**config.mk**
```make
export PLATFORM = sky130hd
export DESIGN_NAME = tqvp_dlmiles_i2c_bitseq
export DESIGN_NICKNAME = d
export VERILOG_FILES = /design/src/rtl/tqvp_dlmiles_i2c_bitseq.sv
export SDC_FILE = /design/constraint.sdc
export NUM_CORES = 1
export LEC_CHECK = 0
export BUFFER_PORTS_ARGS = -buffer_cell sky130_fd_sc_hd__clkbuf_2
export CAP_MARGIN = 40
export CELL_PAD_IN_SITES_DETAIL_PLACEMENT = 1
export CELL_PAD_IN_SITES_GLOBAL_PLACEMENT = 1
export CORE_MARGIN = 5
export CORE_UTILIZATION = 30
export CTS_CLUSTER_SIZE = 12
export DETAILED_ROUTE_END_ITERATION = 16
export PLACE_DENSITY = 0.68
export SETUP_SLACK_MARGIN = 0.05
export SYNTH_ARGS = -nofsm -noshare
export SYNTH_HDL_FRONTEND = slang
export SYNTH_SLANG_ARGS = --single-unit
```
**constraint.sdc**
```tcl
create_clock -name clk -period 4.1 [get_ports clk]
set_input_delay 0.41 -clock clk [delete_from_list [all_inputs] [get_ports clk]]
set_output_delay 0.41 -clock clk [all_outputs]
set_load 0.03 [all_outputs]
```
**src/rtl/tqvp_dlmiles_i2c_bitseq.sv**
```systemverilog
// I2C master bit sequencer: turns START/STOP/WRITE/READ primitives into SCL/SDA open-drain
// enables, paced by the phase timer's tick strobes; handles stretching, arbitration loss and timeout.
module tqvp_dlmiles_i2c_bitseq (
    input  logic       clk,
    input  logic       rst,
    input  logic       cmd_valid_i,
    output logic       cmd_ready_o,
    input  logic [1:0] cmd_op_i,
    input  logic       cmd_bit_i,
    output logic       rsp_valid_o,
    output logic       rsp_bit_o,
    output logic       rsp_arblost_o,
    output logic       rsp_timeout_o,
    output logic       timer_clear_o,
    output logic       timer_run_o,
    input  logic       stb_tick_edgewait_i,
    input  logic       stb_tick_prewait_i,
    input  logic       stb_tick_sclhigh_i,
    input  logic       stb_tick_scllow_i,
    input  logic       stb_tick_overflow_i,
    input  logic       scl_i,
    input  logic       sda_i,
    output logic       scl_oe_o,
    output logic       sda_oe_o,
    output logic       busy_o
);

    localparam logic [1:0] OP_START = 2'b00;
    localparam logic [1:0] OP_STOP  = 2'b01;
    localparam logic [1:0] OP_WRITE = 2'b10;

    typedef enum logic [3:0] {
        ST_IDLE, ST_HOLD,
        ST_S_SU, ST_S_HD,
        ST_R_LO, ST_R_STR,
        ST_B_LO, ST_B_STR, ST_B_HI,
        ST_P_LO, ST_P_STR, ST_P_SU, ST_P_BUF
    } state_t;

    state_t     state_q, state_d;
    logic       first_q, first_d;
    logic       scl_oe_q, scl_oe_d;
    logic       sda_oe_q, sda_oe_d;
    logic [1:0] op_q, op_d;
    logic       bit_q, bit_d;
    logic       rsp_valid_q, rsp_valid_d;
    logic       rsp_bit_q, rsp_bit_d;
    logic       rsp_arblost_q, rsp_arblost_d;
    logic       rsp_timeout_q, rsp_timeout_d;

    logic idle_or_hold, accept;
    logic tk_ew, tk_pw, tk_sh, tk_sl, tk_ov, scl_up;

    assign idle_or_hold = (state_q == ST_IDLE) || (state_q == ST_HOLD);
    assign cmd_ready_o  = idle_or_hold & ~rsp_valid_q;
    assign accept       = cmd_valid_i & cmd_ready_o;

    // The first cycle of every phase clears the timer, so anything seen then is stale.
    assign tk_ew  = stb_tick_edgewait_i & ~first_q;
    assign tk_pw  = stb_tick_prewait_i  & ~first_q;
    assign tk_sh  = stb_tick_sclhigh_i  & ~first_q;
    assign tk_sl  = stb_tick_scllow_i   & ~first_q;
    assign tk_ov  = stb_tick_overflow_i & ~first_q;
    assign scl_up = scl_i & ~first_q;

    always_comb begin
        state_d       = state_q;
        first_d       = 1'b0;
        scl_oe_d      = scl_oe_q;
        sda_oe_d      = sda_oe_q;
        op_d          = op_q;
        bit_d         = bit_q;
        rsp_valid_d   = 1'b0;
        rsp_bit_d     = 1'b0;
        rsp_arblost_d = 1'b0;
        rsp_timeout_d = 1'b0;
        case (state_q)
            ST_IDLE: if (accept) begin
                op_d  = cmd_op_i;
                bit_d = cmd_bit_i;
                if (cmd_op_i == OP_START) begin
                    state_d = ST_S_SU;
                    first_d = 1'b1;
                end else begin
                    rsp_valid_d = 1'b1;
                end
            end
            ST_HOLD: if (accept) begin
                op_d    = cmd_op_i;
                bit_d   = cmd_bit_i;
                first_d = 1'b1;
                case (cmd_op_i)
                    OP_START: begin state_d = ST_R_LO; sda_oe_d = 1'b0; end
                    OP_STOP:  begin state_d = ST_P_LO; sda_oe_d = 1'b1; end
                    default:  state_d = ST_B_LO;
                endcase
            end
            ST_S_SU: if (tk_pw) begin
                state_d  = ST_S_HD;
                first_d  = 1'b1;
                sda_oe_d = 1'b1;
            end
            ST_S_HD: if (tk_pw) begin
                state_d     = ST_HOLD;
                scl_oe_d    = 1'b1;
                rsp_valid_d = 1'b1;
            end
            ST_R_LO, ST_B_LO, ST_P_LO: begin
                if (state_q == ST_B_LO && tk_ew)
                    sda_oe_d = (op_q == OP_WRITE) ? ~bit_q : 1'b0;
                if (tk_sl) begin
                    first_d  = 1'b1;
                    scl_oe_d = 1'b0;
                    if (state_q == ST_R_LO)      state_d = ST_R_STR;
                    else if (state_q == ST_B_LO) state_d = ST_B_STR;
                    else                         state_d = ST_P_STR;
                end
            end
            ST_R_STR, ST_B_STR, ST_P_STR: begin
                if (tk_ov) begin
                    state_d       = ST_IDLE;
                    scl_oe_d      = 1'b0;
                    sda_oe_d      = 1'b0;
                    rsp_valid_d   = 1'b1;
                    rsp_timeout_d = 1'b1;
                end else if (scl_up) begin
                    first_d = 1'b1;
                    if (state_q == ST_R_STR)      state_d = ST_S_SU;
                    else if (state_q == ST_B_STR) state_d = ST_B_HI;
                    else                          state_d = ST_P_SU;
                end
            end
            ST_B_HI: if (tk_sh) begin
                rsp_valid_d = 1'b1;
                rsp_bit_d   = sda_i;
                // Lost arbitration: another master pulled SDA low while we released it.
                if (op_q == OP_WRITE && bit_q && !sda_i) begin
                    state_d       = ST_IDLE;
                    scl_oe_d      = 1'b0;
                    sda_oe_d      = 1'b0;
                    rsp_arblost_d = 1'b1;
                end else begin
                    state_d  = ST_HOLD;
                    scl_oe_d = 1'b1;
                end
            end
            ST_P_SU: if (tk_pw) begin
                state_d  = ST_P_BUF;
                first_d  = 1'b1;
                sda_oe_d = 1'b0;
            end
            ST_P_BUF: if (tk_pw) begin
                state_d     = ST_IDLE;
                rsp_valid_d = 1'b1;
            end
            default: begin
                state_d  = ST_IDLE;
                scl_oe_d = 1'b0;
                sda_oe_d = 1'b0;
            end
        endcase
    end

    always_ff @(posedge clk) begin
        if (rst) begin
            state_q       <= ST_IDLE;
            first_q       <= 1'b0;
            scl_oe_q      <= 1'b0;
            sda_oe_q      <= 1'b0;
            op_q          <= 2'b00;
            bit_q         <= 1'b0;
            rsp_valid_q   <= 1'b0;
            rsp_bit_q     <= 1'b0;
            rsp_arblost_q <= 1'b0;
            rsp_timeout_q <= 1'b0;
        end else begin
            state_q       <= state_d;
            first_q       <= first_d;
            scl_oe_q      <= scl_oe_d;
            sda_oe_q      <= sda_oe_d;
            op_q          <= op_d;
            bit_q         <= bit_d;
            rsp_valid_q   <= rsp_valid_d;
            rsp_bit_q     <= rsp_bit_d;
            rsp_arblost_q <= rsp_arblost_d;
            rsp_timeout_q <= rsp_timeout_d;
        end
    end

    assign busy_o        = ~idle_or_hold;
    assign timer_clear_o = first_q;
    assign timer_run_o   = busy_o & ~first_q;
    assign scl_oe_o      = scl_oe_q;
    assign sda_oe_o      = sda_oe_q;
    assign rsp_valid_o   = rsp_valid_q;
    assign rsp_bit_o     = rsp_bit_q;
    assign rsp_arblost_o = rsp_arblost_q;
    assign rsp_timeout_o = rsp_timeout_q;

endmodule

```
# Word-level counts from Yosys, hierarchy flattened
# Index checks and enable logic that the tools add are counted.
# Widths: inputs -> output; s select.
# word_totals
out_inout_bits	10
wordCells	122
reg_bits	14
input_bits	13
# op_classes
bitwise	18
n_eq_ne	28
mux	46
n_reduce_logical	20
# ops
cell	count
$mux 4	14
$pmux 4 s9	1
$mux 1	24
$ne 2x2->1 const B	11
$eq 4x4->1 const B	5
$eq 4x3->1 const B	4
$reduce_or 3->1	4
$pmux 1 s5	2
$reduce_and 10->1	1
$and 1x1->1	9
$not 1->1	9
$reduce_and 9->1	1
$eq 4x2->1 const B	2
$pmux 4 s2	1
$reduce_or 2->1	4
$pmux 1 s7	1
$reduce_and 5->1	1
$reduce_or 5->1	1
$eq 4x1->1 const B	1
$logic_not 4->1	1
$pmux 1 s4	1
$logic_and 1x1->1	3
$ne 3x1->1 const B	1
$ne 3x3->1 const B	1
9 further kinds	9

# Longest topological paths before layout
# depth
depth_word	6
ltp_mapped	7
depth_no_buf	5

# Worst setup path after synthesis
# Ideal clock, no wire load.
# synth_path
kind	flip-flop to output port
from	reg state_q[2]
to	out cmd_ready_o
slack_ps	2170
n_path_buf	1
t_required_ps	3690
arrival_time_ps	1520
path_stages_with_launch	5
cell_sequence	dfxtp_1 > buf_2 > nor3_2 > inv_1 > nor2_1
# synth_between
elab_chain_cells	3
# synth_lines
element	line	source
from (decl)	40	state_t state_q, state_d;
from (signal assigned)	177	state_q <= state_d;
$eq 4x1->1 or $logic_not 4->1 (tied branches)	54	assign idle_or_hold = (state_q == ST_IDLE) || (state_q == ST_HOLD);
$logic_or 1x1->1 (*)	54	
$and 1x1->1 (*)	55	assign cmd_ready_o = idle_or_hold & ~rsp_valid_q;
to (decl)	7	output logic cmd_ready_o,
# Every way passes the cells marked *; elsewhere a longest branch is shown, timed or not.

# Worst setup path after layout
# layout_path
from	reg state_q[1]
to	reg state_q[2]
# layout_between
elab_chain_cells	6
# layout_lines
element	line	source
$eq 4x1->1 or $logic_not 4->1 (tied branches)	54, 77	
$logic_or 1x1->1	54	
$and 1x1->1	55	
$and 1x1->1	56	assign accept = cmd_valid_i & cmd_ready_o;
$ne 2x2->1 (no source line)	-	
$reduce_and 10->1 (no source line)	-	
# Several ways; a longest one is shown, not always the timed one. The select of a mux whose other input is x is not followed.
# A chain may end at the register's enable or synchronous reset.

==> results.env <==
RUN_STATUS='complete, no violations'
GRT_PASS1_VIAS=1279
ROWS=22
VDD.IR_DROP.WORST_mV=0.1470
CRIT-REG2REG-CAPTURE='state_q[2]'
POST_SYNTHESIS_CELLS=155
POST-PLACE-WS_NS=1.747
CHIPWIDTH_UM=72.98
FILLERINSTANCES=493
PORTBUFFERS=22
WORSTHOLDPATHCELLS=3
FINAL_MAX_SLEW_VIOL_COUNT=0
SYNTH.FF_LATCH_COUNT=14
SYN_AREA_PER_CELL_UM2=7.677
SETUP_TNS_NS=0
CLOCK_TREE_ROOT_DRIVER_CELL='sky130_fd_sc_hd__clkbuf_8'
HTREEDEPTH=1
MAPPEDNETLISTNETS=168
YS_ASYNC_SR_FRACTION=0
GR-USAGE-ALL-LAYERS=0.1527
HPWLAFTERDP_UM=2937
POST_CTS.REPAIR.SETUP_BUFFERS=0
TOTALWIRELENGTH_UM=3956
SEQUENTIAL_FRACTION_OF_THE_SYNTHESIS_AREA=0.2355
SUM_OF_INTERNAL_SWITCHING_AND_LEAKAGE_POWER_mW=0.9846
SYNTH_TOP_FLOP_CELL='sky130_fd_sc_hd__dfxtp_1'
CLOCK_TREE_FROM_TRITONCTS='built'
CTS.REPORTEDPATHS.CLKPINSLEW_NS=0.06
SYNTH_LARGEST_AREA_CELL='sky130_fd_sc_hd__dfxtp_1'
WL_PER_CELL_UM=18.40
N_ANTENNA_CELL=0
CP-END-KIND='flip-flop'
SETUP_VIOL_COUNT_FINAL=0
POST_SYNTHESIS_CELL_AREA_UM2=1190
WHS_ENDPOINT='bit_q'
MIN-DELAY-PATH-CLASS='in -> reg'
STDCELL_COUNT=215
NETLIST_TOP_CELLS_AREA='sky130_fd_sc_hd__dfxtp_1, sky130_fd_sc_hd__nor2b_1, sky130_fd_sc_hd__a21oi_1'
TIMING.CRITICAL_PATH.REQUIRED_NS=4.25
TIGHTESTPINTRANSITION_NS=0.9693
R2R_SETUP_SLACK_NS=1.69
MAX_FREQ_MHz=415.6
POST_ROUTE_CELLS_DRIVE_ABOVE_1_SHARE=0.1916
CTS_SINKS=14
SYNTHDOMINANTCELLAREASHARE=0.2355
HOLD_PATH.STARTPOINT='cmd_bit_i'
YOSYSWARNINGS=0
R2R_START='state_q[1]'
FINAL_CLOCK_PERIOD_UTILIZATION_BY_THE_WORST_PATH=0.5868
CTS_REPAIR_RESIZE_COUNT=0
TRITONCTS.NUM_BUFFERS=3
ANT_NETS=0
AREA_GROWTH_PCT=12.30
AVGVIACOUNTPERCELL=5.949
MOSTFREQUENTLAYOUTCELLS='sky130_fd_sc_hd__clkbuf_2, sky130_fd_sc_hd__dfxtp_1, sky130_fd_sc_hd__nor2_1'
FLOORPLAN.DIE_AREA_UM2=5326
CTS_BUFFER_DEPTH=2
FP.COREAREA_UM2=3744
MAX_SLEW_MARGIN=0.3529
DPL.CELL_COUNT=212
GLOBALROUTE.TOTALOVERFLOW=0
DETAILEDROUTE.FIRSTPASSITERATIONCOUNT=4
DR_TOTAL_VIAS=1279
KIND_OF_LAUNCH_POINT_OF_THE_WORST_SETUP_PATH='flip-flop'
GRT_PASS1_WL_UM=6375
CTS_HOLD_BUFFERS=0
FINALWEIGHTEDCONGESTION=0.8553
MAXIMUM_NUMBER_OF_PINS_ON_ONE_NET_BEFORE_GLOBAL_ROUTE_REPAIR=29
SEQUENTIAL_CELL_AREA_UM2=280.3
SYNTH.LIB_CELLS_USED.DISTINCT=53
POWER_DENSITY_nW_PER_UM2=736.8
TIMING.CLOCK.SKEW_NS=0.009459
REG2REG_DEPTH=5
DETAIL_ROUTE.DRC_VIOLATIONS=0
HEIGHT_OF_THE_DIE_UM=72.98
WORST_SKEW_PAIR.LATE_LATENCY_NS=0.25
INITIAL_UTILIZATION=0.3178
RSZ0062_AT_GRT='no'
FINAL.MIN_CLOCK_PERIOD_NS=2.406
CELL_LEAKAGE_POWER_nW=0.5059
LAYOUT_COMMONEST_CELL='sky130_fd_sc_hd__clkbuf_2'
AREA_USED_BY_MULTI_INPUT_COMBINATIONAL_LOGIC_UM2=833.3
PATH_MAX_FANOUT=28
HOLD_VIOL=0
FINAL_NETS=182
MAXCAPVIOLATIONS=0
DETAILEDROUTE.FIRSTITERATIONVIOLATIONS=83
SETUP_SLACK_NS=1.694
CRITICAL_PATH_ARRIVAL_NS=2.56
WORST-SETUP-PATH-TYPE='reg -> reg'
SYNTH_ENABLE_FLOP_CELLS=0
FIN_UTIL=0.3570
DESIGN.PORTCOUNT=23
GRT_ANTENNA_BEFORE_REPAIR=0
[per-stage QoR]
step	area [um2]	hold WS, ns
final	1336	0.4082
after global routing	1336	0.4269
after CTS	1336	0.4089
after detailed placement	1295	0.4709
after global placement	1295	0.4715
after floorplan	1190	0.4421
[cells in the mapped netlist (3+ instances only)]
library cell	n
sky130_fd_sc_hd__nor3_1	7
sky130_fd_sc_hd__dfxtp_1	14
sky130_fd_sc_hd__o31ai_1	3
sky130_fd_sc_hd__nor2_1	13
sky130_fd_sc_hd__o21ai_1	3
sky130_fd_sc_hd__a22oi_1	3
sky130_fd_sc_hd__o21ai_0	4
sky130_fd_sc_hd__clkbuf_1	4
sky130_fd_sc_hd__inv_1	3
sky130_fd_sc_hd__nand2_1	9
sky130_fd_sc_hd__a21oi_1	12
sky130_fd_sc_hd__o211ai_1	4
sky130_fd_sc_hd__buf_2	7
sky130_fd_sc_hd__nand3_1	6
sky130_fd_sc_hd__nor2b_1	11
sky130_fd_sc_hd__nand2b_1	7
[cell families after synthesis]
group           Yosys count  synth area share
simple gates             71            0.3544
flops                    14            0.2355
compound gates           50            0.3092
buf+inv                  16           0.06413
mux                       4           0.03680
[per-layer routing]
metal / vias up / track usage / wire (um)
met4: 0 / 0.05328 / 59
li1: 608 / - / -
met5: - / 0 / 0
met2: 38 / 0.2651 / 1925
met1: 624 / 0.1924 / 1777
met3: 9 / 0.01791 / 193
[layout make-up]
class / count / share of cell area
Multi-Input combinational cell: 125 / 0.6236
Sequential cell: 14 / 0.2097
Timing Repair Buffer: 22 / 0.08240
Tap cell: 48 / 0.04494
Clock buffer: 3 / 0.03090
Inverter: 3 / 0.008427
[state kept, by name, indices dropped and copies added, names as in the netlist]
signal	count
rsp_bit_o	1
sda_oe_o	1
state_q	4
scl_oe_o	1
bit_q	1
timer_clear_o	1
rsp_timeout_o	1
rsp_arblost_o	1
op_q	2
rsp_valid_o	1
[worst max path at each step]
| stage | startpoint | endpoint | slack [ns] | cells past startpoint |
|---|---|---|---|---|
| 3_5_place_dp | state_q[1] | state_q[2] | 1.75 | 5 |
| 3_3_place_gp | state_q[1] | state_q[2] | 1.88 | 5 |
| 2_1_floorplan | state_q[2] | cmd_ready_o | 2.17 | 4 |
| 6_report | state_q[1] | state_q[2] | 1.69 | 5 |
| 5_1_grt | state_q[1] | rsp_valid_o | 1.59 | 5 |
| 4_1_cts | state_q[1] | state_q[2] | 1.73 | 5 |
[worst max-delay path, cell delays in order, from the launching register on]
cell	delay [ns]
sky130_fd_sc_hd__dfxtp_1	0.96
sky130_fd_sc_hd__and4bb_1	0.31
sky130_fd_sc_hd__o31a_1	0.32
sky130_fd_sc_hd__a221oi_4	0.30
sky130_fd_sc_hd__a21oi_1	0.12
sky130_fd_sc_hd__a311oi_1	0.29
[power breakdown]
part	total (mW)	switching (mW)	internal, mW
registers	0.286	0.118	0.168
logic	0.583	0.348	0.235
clock network	0.115	0.0504	0.0650
total	0.985	0.517	0.468
No activity file was read; power rests on OpenSTA's default activity.
